`src/rtl/serial_adder.sv`:
```
// Bit-serial adder/subtractor: one full-adder step per clock, LSB first, result held between ops.
// Optional subtract mode compiled in with `define SERIAL_ADDER_SUB_EN.
module serial_adder #(
   parameter int WIDTH = 8
) (
   input  logic             clk,
   input  logic             rst_n,
   input  logic             start,
   input  logic [WIDTH-1:0] a,
   input  logic [WIDTH-1:0] b,
   input  logic             cin,
   input  logic             sub,
   output logic             busy,
   output logic             done,
   output logic [WIDTH-1:0] sum,
   output logic             cout,
   output logic             overflow
);

   localparam int CW = $clog2(WIDTH + 1);

   typedef enum logic {IDLE, RUN} state_t;

   state_t           state, state_nx;
   logic [CW-1:0]    cnt;
   logic [WIDTH-1:0] a_sh, b_sh, s_sh, s_sh_nx;
   logic [WIDTH-1:0] b_eff;
   logic             carry, c0;
   logic             bit_s, bit_c, last;

`ifdef SERIAL_ADDER_SUB_EN
   // Subtraction is A + ~B + 1; cin is deliberately ignored in that mode.
   assign b_eff = sub ? ~b : b;
   assign c0    = sub ? 1'b1 : cin;
`else
   logic unused_sub;
   assign unused_sub = sub;
   assign b_eff      = b;
   assign c0         = cin;
`endif

   assign busy = (state == RUN);

   always_comb begin
      bit_s    = a_sh[0] ^ b_sh[0] ^ carry;
      bit_c    = (a_sh[0] & b_sh[0]) | (a_sh[0] & carry) | (b_sh[0] & carry);
      s_sh_nx  = s_sh >> 1;
      s_sh_nx[WIDTH-1] = bit_s;
      last     = (cnt == CW'(WIDTH - 1));
      state_nx = state;
      case (state)
         IDLE:    if (start) state_nx = RUN;
         RUN:     if (last)  state_nx = IDLE;
         default: state_nx = IDLE;
      endcase
   end

   always_ff @(posedge clk or negedge rst_n) begin
      if (!rst_n) begin
         state <= IDLE;
      end else begin
         state <= state_nx;
      end
   end

   // Shift registers are separate from the result so partial sums never reach sum.
   always_ff @(posedge clk or negedge rst_n) begin
      if (!rst_n) begin
         cnt      <= '0;
         a_sh     <= '0;
         b_sh     <= '0;
         s_sh     <= '0;
         carry    <= 1'b0;
         done     <= 1'b0;
         sum      <= '0;
         cout     <= 1'b0;
         overflow <= 1'b0;
      end else begin
         done <= 1'b0;
         case (state)
            IDLE: begin
               if (start) begin
                  a_sh  <= a;
                  b_sh  <= b_eff;
                  carry <= c0;
                  cnt   <= '0;
               end
            end
            RUN: begin
               a_sh  <= a_sh >> 1;
               b_sh  <= b_sh >> 1;
               s_sh  <= s_sh_nx;
               carry <= bit_c;
               cnt   <= cnt + CW'(1);
               if (last) begin
                  sum      <= s_sh_nx;
                  cout     <= bit_c;
                  overflow <= carry ^ bit_c;
                  done     <= 1'b1;
               end
            end
            default: ;
         endcase
      end
   end

endmodule
```
`config.mk`:
```
export PLATFORM = sky130hd
export DESIGN_NAME = serial_adder
export DESIGN_NICKNAME = d
export VERILOG_FILES = /design/src/rtl/serial_adder.sv
export SDC_FILE = /design/constraint.sdc
export NUM_CORES = 1
export LEC_CHECK = 0
export CAP_MARGIN = 10
export CORE_ASPECT_RATIO = 1.75
export CORE_UTILIZATION = 40
export CTS_CLUSTER_SIZE = 28
export DETAILED_ROUTE_END_ITERATION = 8
export PLACE_DENSITY = 0.71
export SYNTH_ARGS = -nofsm -noshare
export SYNTH_HDL_FRONTEND = slang
export SYNTH_SLANG_ARGS = --single-unit
```
`constraint.sdc`:
```
create_clock -name clk -period 3.5 [get_ports clk]
set_clock_uncertainty 0.15 [all_clocks]
set_input_delay 0.7 -clock clk [delete_from_list [all_inputs] [get_ports clk]]
set_output_delay 0.7 -clock clk [all_outputs]
set_load 0.03 [all_outputs]
```
Yosys cells after proc, flatten, opt, wreduce, memory -nomap -nowiden
Cells that the tools add are included.

Flip-flop bits (word level): 41. Bits of input ports: 21. Output and inout port bits: 12.

Add/sub/neg operators: 1. Equal/unequal tests: 2. Multiplexer cells: 13. Bitwise operators: 9. Reductions and logical operators: 1.

Operators by type and width (count): $pmux 8 s2 (2); $mux 8 (2); $pmux 4 s2 (1); $mux 1 (5); $add 4x1->4 const B (1); $eq 4x3->1 const B (1); $mux 4 (1); $pmux 1 s2 (2); $and 1x1->1 (3); $xor 1x1->1 (3); $ne 2x2->1 const B (1); $or 1x1->1 (2); $reduce_and 2->1 (1); $not 1->1 (1).

Longest topological paths before layout
Gate-level depths: netlist of the first run.

Depth after elaboration: 4. Gate-level depth with buffers: 5.

Least setup slack after synthesis of the first run
OpenSTA, ideal clock, no wires.

Path kind: input-to-reg. Start: in start. End: reg a_sh[5]. Arrival: 1.315 ns. Data required time: 3.214 ns. Path slack: 1.900 ns. Stages on the path: 4. Buffers on the path: 2. Cell sequence: buf_4 > buf_4 > mux2i_1 > o21ai_0.

Cells in the longest elaborated chain, start to end: 1.

Ends and longest elaborated chain: from (decl) (RTL line 8) `input logic start,`; $ne 2x2->1 (no line); to (signal assigned) (RTL line 90) `a_sh <= a_sh >> 1;`; to (decl) (RTL line 26) `logic [WIDTH-1:0] a_sh, b_sh, s_sh, s_sh_nx;`.

No other way between the ends. A chain may end at the register's enable or synchronous reset.

Worst setup path in the final report of the first run
Start: reg sum[3]. End: out sum[3].

RTL lines: from (decl) (RTL line 15) `output logic [WIDTH-1:0] sum,`; from (signal assigned) (RTL line 96) `sum <= s_sh_nx;`.

No word-level cell between the ends.

==> results.py, run 1 <==
metrics = {
    "run_status": {
        "outcome": "finished, final reports clean",
    },
    "cts": {
        "cts_hold_buf": 0,
        "numCtsBuffers": 5,
        "cts_tree": "done",
        "root_buffer": "clkbuf_8",
        "htreeDepth": 2,
        "insertion_delay_ns": 0.29,
        "cts_setup_buffers": 0,
        "cts-resized-gates": 0,
        "cts.sinks": 40,
        "clkTransAtPathRegs_ns": 0.08,
        "cts_buffer_depth": 2,
    },
    "grt": {
        "grt_pass1_wl_mm": 4.94,
        "track_usage": 0.146,
        "grt_start_max_net_pins": 47,
        "grt.overflow.total": 0,
        "antenna_found_initial": 0,
        "grt_pass1_vias": 1159,
    },
    "route": {
        "final_antenna_net_count": 0,
        "wl_per_cell_um": 14.0,
        "dr.pass1.iters": 4,
        "drc": 0,
        "drt_wl_total_mm": 2.98,
        "vias": 1075,
        "viasPerCell": 5.05,
        "drt_iter0_drc": 35,
    },
    "min_path": {
        "min-delay-start": "a_sh[2]",
        "worstHoldPathType": "flop to flop",
    },
    "timing": {
        "finalCriticalPeriod_ns": 2.20,
        "slew_headroom": 0.416,
        "setup_violations": 0,
        "tns_ns": 0,
        "grt_setup_unrepaired": "false",
        "finalMaxSlewViolations": 0,
        "max_freq_ghz": 0.455,
        "finalHoldViolCount": 0,
        "worst_pin_slew_ns": 0.877,
        "period_share": 0.628,
        "whs_ns": 0.338,
    },
    "worst_setup_path": {
        "r2r_cells": 3,
        "endpoint": "sum[3]",
        "critical_path.startpoint": "sum[3]",
        "rr_startpoint": "busy",
        "startpoint_type": "flop",
        "path_cells": "clkdlybuf4s50_1",
        "cp-end-kind": "output pin",
        "cp_top_family": "buffers and inverters",
        "path_depth": 1,
        "critPathMaxFanout": 2,
        "max_stage_delay_ns": 0.68,
        "path_buf_inv": 1,
        "arrival_ns": 1.35,
        "crit_path_top_delay_cell": "clkdlybuf4s50_1",
        "cp_data_required_time_ns": 2.65,
        "path_class": "flop to output pin",
        "r2r_end": "cout",
        "reg2reg_setup_slack_ns": 1.80,
    },
    "placed_design": {
        "port_buffers": 31,
        "dp_hpwl_mm": 2.12,
        "gp_congestion": 0.704,
    },
    "flow_run": {
        "max_cap_violations": 0,
    },
    "power_and_ir_drop": {
        "leakage_nw": 1.01,
        "p_sw_frac": 0.346,
        "p_comb_frac": 0.395,
        "p_clk_frac": 0.175,
        "power_switching_mw": 0.610,
        "peakVddDrop_uv": 405,
        "power_density_mw_per_mm2": 824,
        "seq_power_share": 0.430,
        "p_total_mw": 1.77,
        "p_int_mw": 1.16,
    },
    "yosys": {
        "syn_nets": 154,
        "ys_ff_latch": 40,
        "netlist_area_mm2": 0.00172,
        "synth.distinct_cells": 20,
        "syn_avg_cell_area_um2": 13.1,
        "ys_seq_area_frac": 0.583,
        "synthCells": 131,
        "yosys_warnings": 0,
    },
    "layout": {
        "diodes": 0,
        "fin_nets": 186,
        "drive_above_1_share": 0.177,
        "areaGrowthSynthToFinish_pct": 24.7,
        "n_fill_cell": 379,
    },
    "floorplan": {
        "die_h_um": 88.7,
        "io_pins": 33,
        "rows": 31,
        "initial_utilization": 0.418,
        "die_w_um": 51.5,
        "dieArea_mm2": 0.00457,
        "core-area_mm2": 0.00411,
    },
}
## cell families (layout without fill, tap and decap cells)
family	Yosys count	count (layout)	share of synthesized area
compound gates	19	19	0.0597
xor+xnor	3	3	0.0153
fa+ha+maj	2	2	0.0189
buf+inv	9	42	0.0313
flops	40	40	0.583
mux	34	34	0.226
simple gates	24	24	0.0663
## cell type report
| class | instances | area [um2] | share of cell area |
|---|---|---|---|
| Clock buffer | 6 | 82.6 | 0.0386 |
| Clock inverter | 2 | 10.0 | 0.00467 |
| Inverter | 1 | 3.75 | 0.00175 |
| Multi-Input combinational cell | 82 | 663 | 0.310 |
| Sequential cell | 40 | 1000 | 0.467 |
| Tap cell | 49 | 61.3 | 0.0286 |
| Timing Repair Buffer | 33 | 320 | 0.150 |
## metrics by stage
step / instances / utilization / cell area (um2) / worst slack (ns)
finish: 213 / 0.521 / 2140 / 1.30
global route: 213 / 0.521 / 2140 / 1.27
CTS: 213 / 0.521 / 2140 / 1.29
detailed placement: 205 / 0.498 / 2050 / 1.07
global placement: 205 / 0.498 / 2050 / 1.10
floorplan: 131 / - / 1720 / 1.90
## cells in the final DEF (no fill, tap or decap), types with 2 or more instances in the layout
master / synthesis / final
nand2_1: 17 / 17
mux2i_1: 17 / 17
o21ai_0: 17 / 17
mux2_2: 10 / 10
nor2_1: 4 / 4
dfrtp_1: 40 / 40
clkbuf_8: 0 / 6
buf_4: 3 / 2
mux2_4: 7 / 7
clkdlybuf4s50_1: 0 / 30
clkinv_2: 0 / 2
a22o_1: 2 / 2
xnor2_1: 2 / 2
## sequential cells by signal, summed over array words and instances, names as in the netlist
register	cells
s_sh	7
overflow	1
carry	1
cout	1
a_sh	8
sum	8
cnt	4
done	1
b_sh	8
busy	1
## power groups by stage
stage	logic [mW]	clock network, mW	registers [mW]
floorplan	0.402	0	0.850
global placement	0.678	0	0.758
detailed placement	0.706	0	0.772
CTS	0.708	0.321	0.763
global route	0.761	0.335	0.781
finish	0.698	0.309	0.759
## cells in the mapped netlist
library cell  count  area share
a22o_1            2       0.010
buf_2             1      0.0029
buf_4             3       0.013
buf_6             1      0.0066
clkbuf_1          3      0.0066
dfrtp_1          40        0.58
fa_1              1       0.012
ha_1              1      0.0073
inv_1             1      0.0022
mux2_2           10       0.066
mux2_4            7       0.061
mux2i_1          17       0.099
nand2_1          17       0.037
nand2b_1          1      0.0036
nand3_1           1      0.0029
nand4b_4          1       0.014
nor2_1            4      0.0087
o21ai_0          17       0.050
xnor2_1           2       0.010
xor2_1            1      0.0051
## tightest hold or removal path: cells and delay by family (launching register included)
family	cells	cell delay, ns
flip-flops	1	0.35
AO/OA/AOI/OAI	1	0.06
AND/OR/NAND/NOR	1	0.05
## layer usage
metal / routed length, um / vias to the layer above / global-route usage / part of all wire
met2: 1670 / 25 / 0.281 / 0.56
li1: - / 510 / - / -
met4: 52 / 0 / 0.0590 / 0.017
met5: 0 / - / 0 / 0
met3: 112 / 6 / 0.0412 / 0.038
met1: 1140 / 534 / 0.139 / 0.38
## worst min-delay path by stage
stage          endpoint  cells past startpoint
3_5_place_dp    a_sh[4]                      2
6_report        a_sh[1]                      2
3_3_place_gp    b_sh[4]                      2
5_1_grt         a_sh[3]                      2
4_1_cts         a_sh[4]                      2
2_1_floorplan   a_sh[0]                      0
Note: power is estimated with default switching activity, not from simulation.
==> run 2: changes to the inputs <==
--- a/config.mk
+++ b/config.mk
@@ -10,7 +10,7 @@
 export CORE_UTILIZATION = 40
 export CTS_CLUSTER_SIZE = 28
 export DETAILED_ROUTE_END_ITERATION = 8
-export PLACE_DENSITY = 0.71
+export PLACE_DENSITY = 0.74
 export SYNTH_ARGS = -nofsm -noshare
 export SYNTH_HDL_FRONTEND = slang
 export SYNTH_SLANG_ARGS = --single-unit
==> constraint.sdc (replaced) <==
create_clock -name clk -period 1.8 [get_ports clk]
set_clock_uncertainty 0.15 [all_clocks]
set_input_delay 0.36 -clock clk [delete_from_list [all_inputs] [get_ports clk]]
set_output_delay 0.36 -clock clk [all_outputs]
set_load 0.03 [all_outputs]
==> results.py, run 2 (same netlist as run 1, synthesis figures left out) <==
metrics = {
    "route": {
        "wl_per_cell_um": 13.5,
        "drc": 0,
        "vias": 1074,
        "drt_wl_total_mm": 2.89,
        "viasPerCell": 5.00,
        "drt_iter0_drc": 3,
        "final_antenna_net_count": 0,
        "dr.pass1.iters": 2,
    },
    "worst_setup_path": {
        "crit_path_top_delay_cell": "dlygate4sd2_1",
        "arrival_ns": 1.05,
        "reg2reg_setup_slack_ns": 0.25,
        "path_class": "flop to output pin",
        "path_depth": 1,
        "startpoint_type": "flop",
        "r2r_cells": 3,
        "cp-end-kind": "output pin",
        "cp_top_family": "buffers and inverters",
        "critical_path.startpoint": "sum[0]",
        "cp_data_required_time_ns": 1.29,
        "critPathMaxFanout": 2,
        "max_stage_delay_ns": 0.40,
        "rr_startpoint": "cnt[0]",
        "path_cells": "dlygate4sd2_1",
        "path_buf_inv": 1,
    },
    "floorplan": {
        "initial_utilization": 0.418,
        "rows": 31,
        "dieArea_mm2": 0.00457,
        "die_h_um": 88.7,
        "io_pins": 33,
        "die_w_um": 51.5,
        "core-area_mm2": 0.00411,
    },
    "run_status": {
        "outcome": "finished, final reports clean",
    },
    "layout": {
        "reg.largest.list": "a_sh x8, b_sh x8, sum x8",
        "drive_above_1_share": 0.187,
        "final_common_cell": "dfrtp_1",
        "final-seq-area_mm2": 0.00100,
        "areaGrowthSynthToFinish_pct": 26.9,
        "fin_nets": 189,
        "n_fill_cell": 400,
        "multi_input_comb_area_um2": 663,
        "layout_common_cells": "dfrtp_1 (40), clkdlybuf4s50_1 (18), nand2_1 (17), o21ai_0 (17), mux2i_1 (17)",
        "diodes": 0,
        "utilization": 0.530,
    },
    "grt": {
        "grt_start_max_net_pins": 46,
        "grt_pass1_vias": 1087,
        "antenna_found_initial": 0,
        "grt.overflow.total": 0,
        "track_usage": 0.149,
        "grt_pass1_wl_mm": 4.98,
    },
    "timing": {
        "layout_setup_ws_ns": 0.244,
        "tns_ns": 0,
        "period_share": 0.864,
        "worst_pin_slew_ns": 0.439,
        "max_freq_ghz": 0.643,
        "finalHoldViolCount": 0,
        "slew_headroom": 0.708,
        "finalMaxSlewViolations": 0,
        "finalCriticalPeriod_ns": 1.56,
        "setup_violations": 0,
        "grt_setup_unrepaired": "false",
    },
    "power_and_ir_drop": {
        "peakVddDrop_uv": 710,
        "power_density_mw_per_mm2": 1540,
        "leakage_nw": 1.07,
    },
    "cts": {
        "cts.sinks": 40,
        "root_buffer": "clkbuf_8",
        "insertion_delay_ns": 0.28,
        "cts_buffer_depth": 2,
        "htreeDepth": 2,
        "numCtsBuffers": 5,
        "cts_tree": "done",
        "clkTransAtPathRegs_ns": 0.07,
    },
    "min_path": {
        "min-delay-start": "b_sh[2]",
        "hold_depth": 2,
        "worstHoldPathType": "flop to flop",
    },
    "placed_design": {
        "port_buffers": 31,
        "place_worst_setup_slack_ns": 0.0754,
        "dp_hpwl_mm": 2.10,
        "gp_congestion": 0.695,
    },
    "flow_run": {
        "max_cap_violations": 0,
    },
}
==> run 2: layer usage <==
metal | vias up | GRT usage | share of wire
li1 | 516 | - | -
met1 | 527 | 0.162 | 0.40
met2 | 25 | 0.256 | 0.53
met3 | 6 | 0.0430 | 0.043
met4 | 0 | 0.0786 | 0.021
met5 | - | 0 | 0
==> run 2: final cells by class <==
type | instances | share of cell area
multi-input cells | 82 | 0.304
clock buffers | 7 | 0.0442
inverters | 1 | 0.00172
flip-flops and latches | 40 | 0.459
repair buffers | 36 | 0.162
well taps | 49 | 0.0281
==> run 2: through the flow <==
stage	total power [mW]	hold slack, ns	cells	area [um2]
CTS	3.42	0.342	215	2180
detailed placement	2.86	0.180	207	2090
finish	3.36	0.337	215	2180
global placement	2.78	0.166	207	2090
floorplan	2.43	-0.0856	131	1720
global route	3.60	0.366	215	2180
==> run 2: final timing paths <==
check,endpoint
min,b_sh[1]
max in group asynchronous,cnt[0]
min in group asynchronous,s_sh[5]
max,sum[0]
max reg2reg,sum[1]
min reg2reg,b_sh[1]
==> run 2: timing repair <==
action,4_1_cts,5_1_grt
endpoints found under the setup margin,11,0
hold endpoints to repair,18,0
gates resized for setup,11,0
buffers inserted,0,0
hold buffers,1,0
==> run 2: where the power goes <==
part | internal, mW | switching, mW | leakage, nW
Combinational | 0.625 | 0.649 | 0.503
Sequential | 1.25 | 0.227 | 0.518
Clock | 0.341 | 0.272 | 0.0503
==> RTL edit, RTL diff (flow settings as in run 1) <==
Change the parameter `WIDTH` from 8 to 16.
--- a/src/rtl/serial_adder.sv
+++ b/src/rtl/serial_adder.sv
@@ -3,3 +3,3 @@
 module serial_adder #(
-   parameter int WIDTH = 8
+   parameter int WIDTH = 16
 ) (
Interface: changed (resized a, b and sum); port bits go from 33 to 57. The function was not compared with the original's and may differ.
==> RTL edit against run 1 <==
Worst setup slack lost 0.024 ns. Power up 81%. Synthesized area grew 84%. Sequential cell count up 33. Design area is 86% higher. Worst hold slack got worse by 0.0042 ns. Wire length increased by 75%. Register-to-register slack lost 0.39 ns. Combinational power is 49% higher. Largest power group unchanged.
==> RTL edit: results (changes against run 1) <==
CTS
  – Post-CTS Setup Inserts: 0 (unchanged)
  – CTS-repair resized insts: 0 (unchanged)
  – Clock transition at path regs: 0.05 ns (was 0.08 ns)
  – Clock Tree Root: clkbuf_16 (was clkbuf_8)
  – Clock Latency Late Sink: 0.33 ns (was 0.29 ns)
  – H-tree depth: 3 (was 2)
  – Maximum buffer depth of the clock tree: 2 (unchanged)
  – Num CTS Buffers: 9 (was 5)

Worst setup path
  – CP max stage delay: approximately 0.67 ns
  – R2r worst-path depth: 5 (was 3)
  – Worst-path maximum fanout: 3 (was 2)
  – Crit path max-delay family: buffers and inverters (unchanged)
  – Slowest cell on crit path: clkdlybuf4s50_1 (unchanged)
  – CP Data Arrival Time: 1.37 ns (was 1.35 ns)

Placed design
  – Final HPWL from detailed placement: 3.34 mm (was 2.12 mm)
  – Port-buffer cells: 55 (was 31)
  – Final GP Congestion: 0.668 (was 0.704)
  – Setup WS pre-CTS: 1.29 ns (was 1.07 ns)

Drt
  – DRC violations left: 0 (unchanged)
  – Drt first-iter violations: 117 (was 35)
  – Met2 wire len: 2.64 mm (was 1.67 mm)
  – Post-Route M1 WL: 2.24 mm (was 1.14 mm)
  – Met3 WL: 171 um (was 112 um)
  – DR vias/cell: 4.98 (was 5.05)
  – WL final: 5.21 mm (was 2.98 mm)
  – Top sig layer: met4 (unchanged)
  – First drt pass iteration count: 4 (unchanged)

Hold path
  – Worst Hold Path Cells: 2 (unchanged)
  – Worst Hold Class: reg -> reg (unchanged)

Timing
  – Slew HR: 0.303 (was 0.416)

Synthesis
  – Distinct cell type count after synthesis: 24 (was 20)
  – Synth cell count leaders: dfrtp_1, mux2i_1, nand2_1, o21ai_0, mux2_4 (was dfrtp_1, mux2i_1, nand2_1, o21ai_0, mux2_2)
  – Syn. warnings: 0 (unchanged)
  – Syn nets: 285 (was 154)
  – Most area-consuming cells after synthesis: dfrtp_1, mux2i_1, mux2_4, mux2_2, nand2_1 (was dfrtp_1, mux2i_1, mux2_2, mux2_4, o21ai_0)
  – XOR/XNOR Fraction of Synth Area: 0.00829 (was 0.0153)
  – Compound-gate portion of the synthesized area: 0.0584 (was 0.0597)
  – Post-Synth Adder-Cell Area: 0.0142 (was 0.0189)
  – Mux cell area share after synthesis: 0.244 (was 0.226)
  – Post-synth ARST share: 1.00 (unchanged)
  – Post-synthesis sequential area ratio: 0.576 (was 0.583)

Final layout
  – # diodes: 0 (unchanged)
  – Ratio of cells with drive above 1 in the final layout: 0.170 (was 0.177)
  – Final nets: 336 (was 186)
  – Regs by FF count: a_sh (16), b_sh (16), sum (16) (was a_sh (8), b_sh (8), sum (8))

GRT
  – Maximum number of pins on one net before global-route repair: 90 (was 47)
  – GRT Util Overall: 0.140 (was 0.146)
  – Vias in the first global route: 1,952 (was 1,159)
  – Antenna violations before repair: 0 (unchanged)
  – Total gr overflow: 0 (unchanged)
  – Wire length of the first global-routing pass: 8.96 mm (was 4.94 mm)

Outcome
  – Status: finished clean (unchanged)

Pwr
  – VDD IR-drop max: 0.333 mV (was 0.405 mV)
  – Leak pwr: 1.92 nW (was 1.01 nW)
## RTL edit: kinds of logic after synthesis
family | Yosys count
compound gates | 36
xor+xnor | 3
fa+ha+maj | 3
buf+inv | 19
flops | 73
mux | 67
simple gates | 44
## RTL edit: path summary, 6_finish.rpt
path                           from       end  slack (ns)
max in group asynchronous     rst_n      busy        2.24
max                            busy      busy        1.28
min in group asynchronous     rst_n   sum[14]        0.35
min                        a_sh[11]  a_sh[10]        0.33
min reg2reg                a_sh[11]  a_sh[10]        0.33
max reg2reg                  cnt[0]    sum[6]        1.41
## RTL edit: power breakdown
| group | switching (mW) | total (mW) | internal (mW) |
|---|---|---|---|
| registers | 0.185 | 1.34 | 1.16 |
| clock network | 0.317 | 0.806 | 0.489 |
| logic | 0.495 | 1.04 | 0.548 |
| total | 0.998 | 3.19 | 2.19 |
## RTL edit: through the flow
step	hold WS [ns]	std cells	area [um^2]
global placement	0.314	373	3710
finish	0.334	388	3980
floorplan	0.254	245	3170
global route	0.356	388	3980
CTS	0.338	388	3980
detailed placement	0.320	373	3710
## RTL edit: layer usage
layer  up-vias  GRT usage
met4         0     0.0880
met5         -          0
met1       946      0.168
met2        41      0.218
met3        11     0.0428
li1        935          -
## RTL edit: layout make-up
cell class                 count  area, um^2
clock buffer                  11         243
clock inverter                 4        20.0
fill                         656        3640
inverter                       3        11.3
multi-input combinational    153        1210
sequential                    73        1830
tap                           88         110
timing repair buffer          56         551
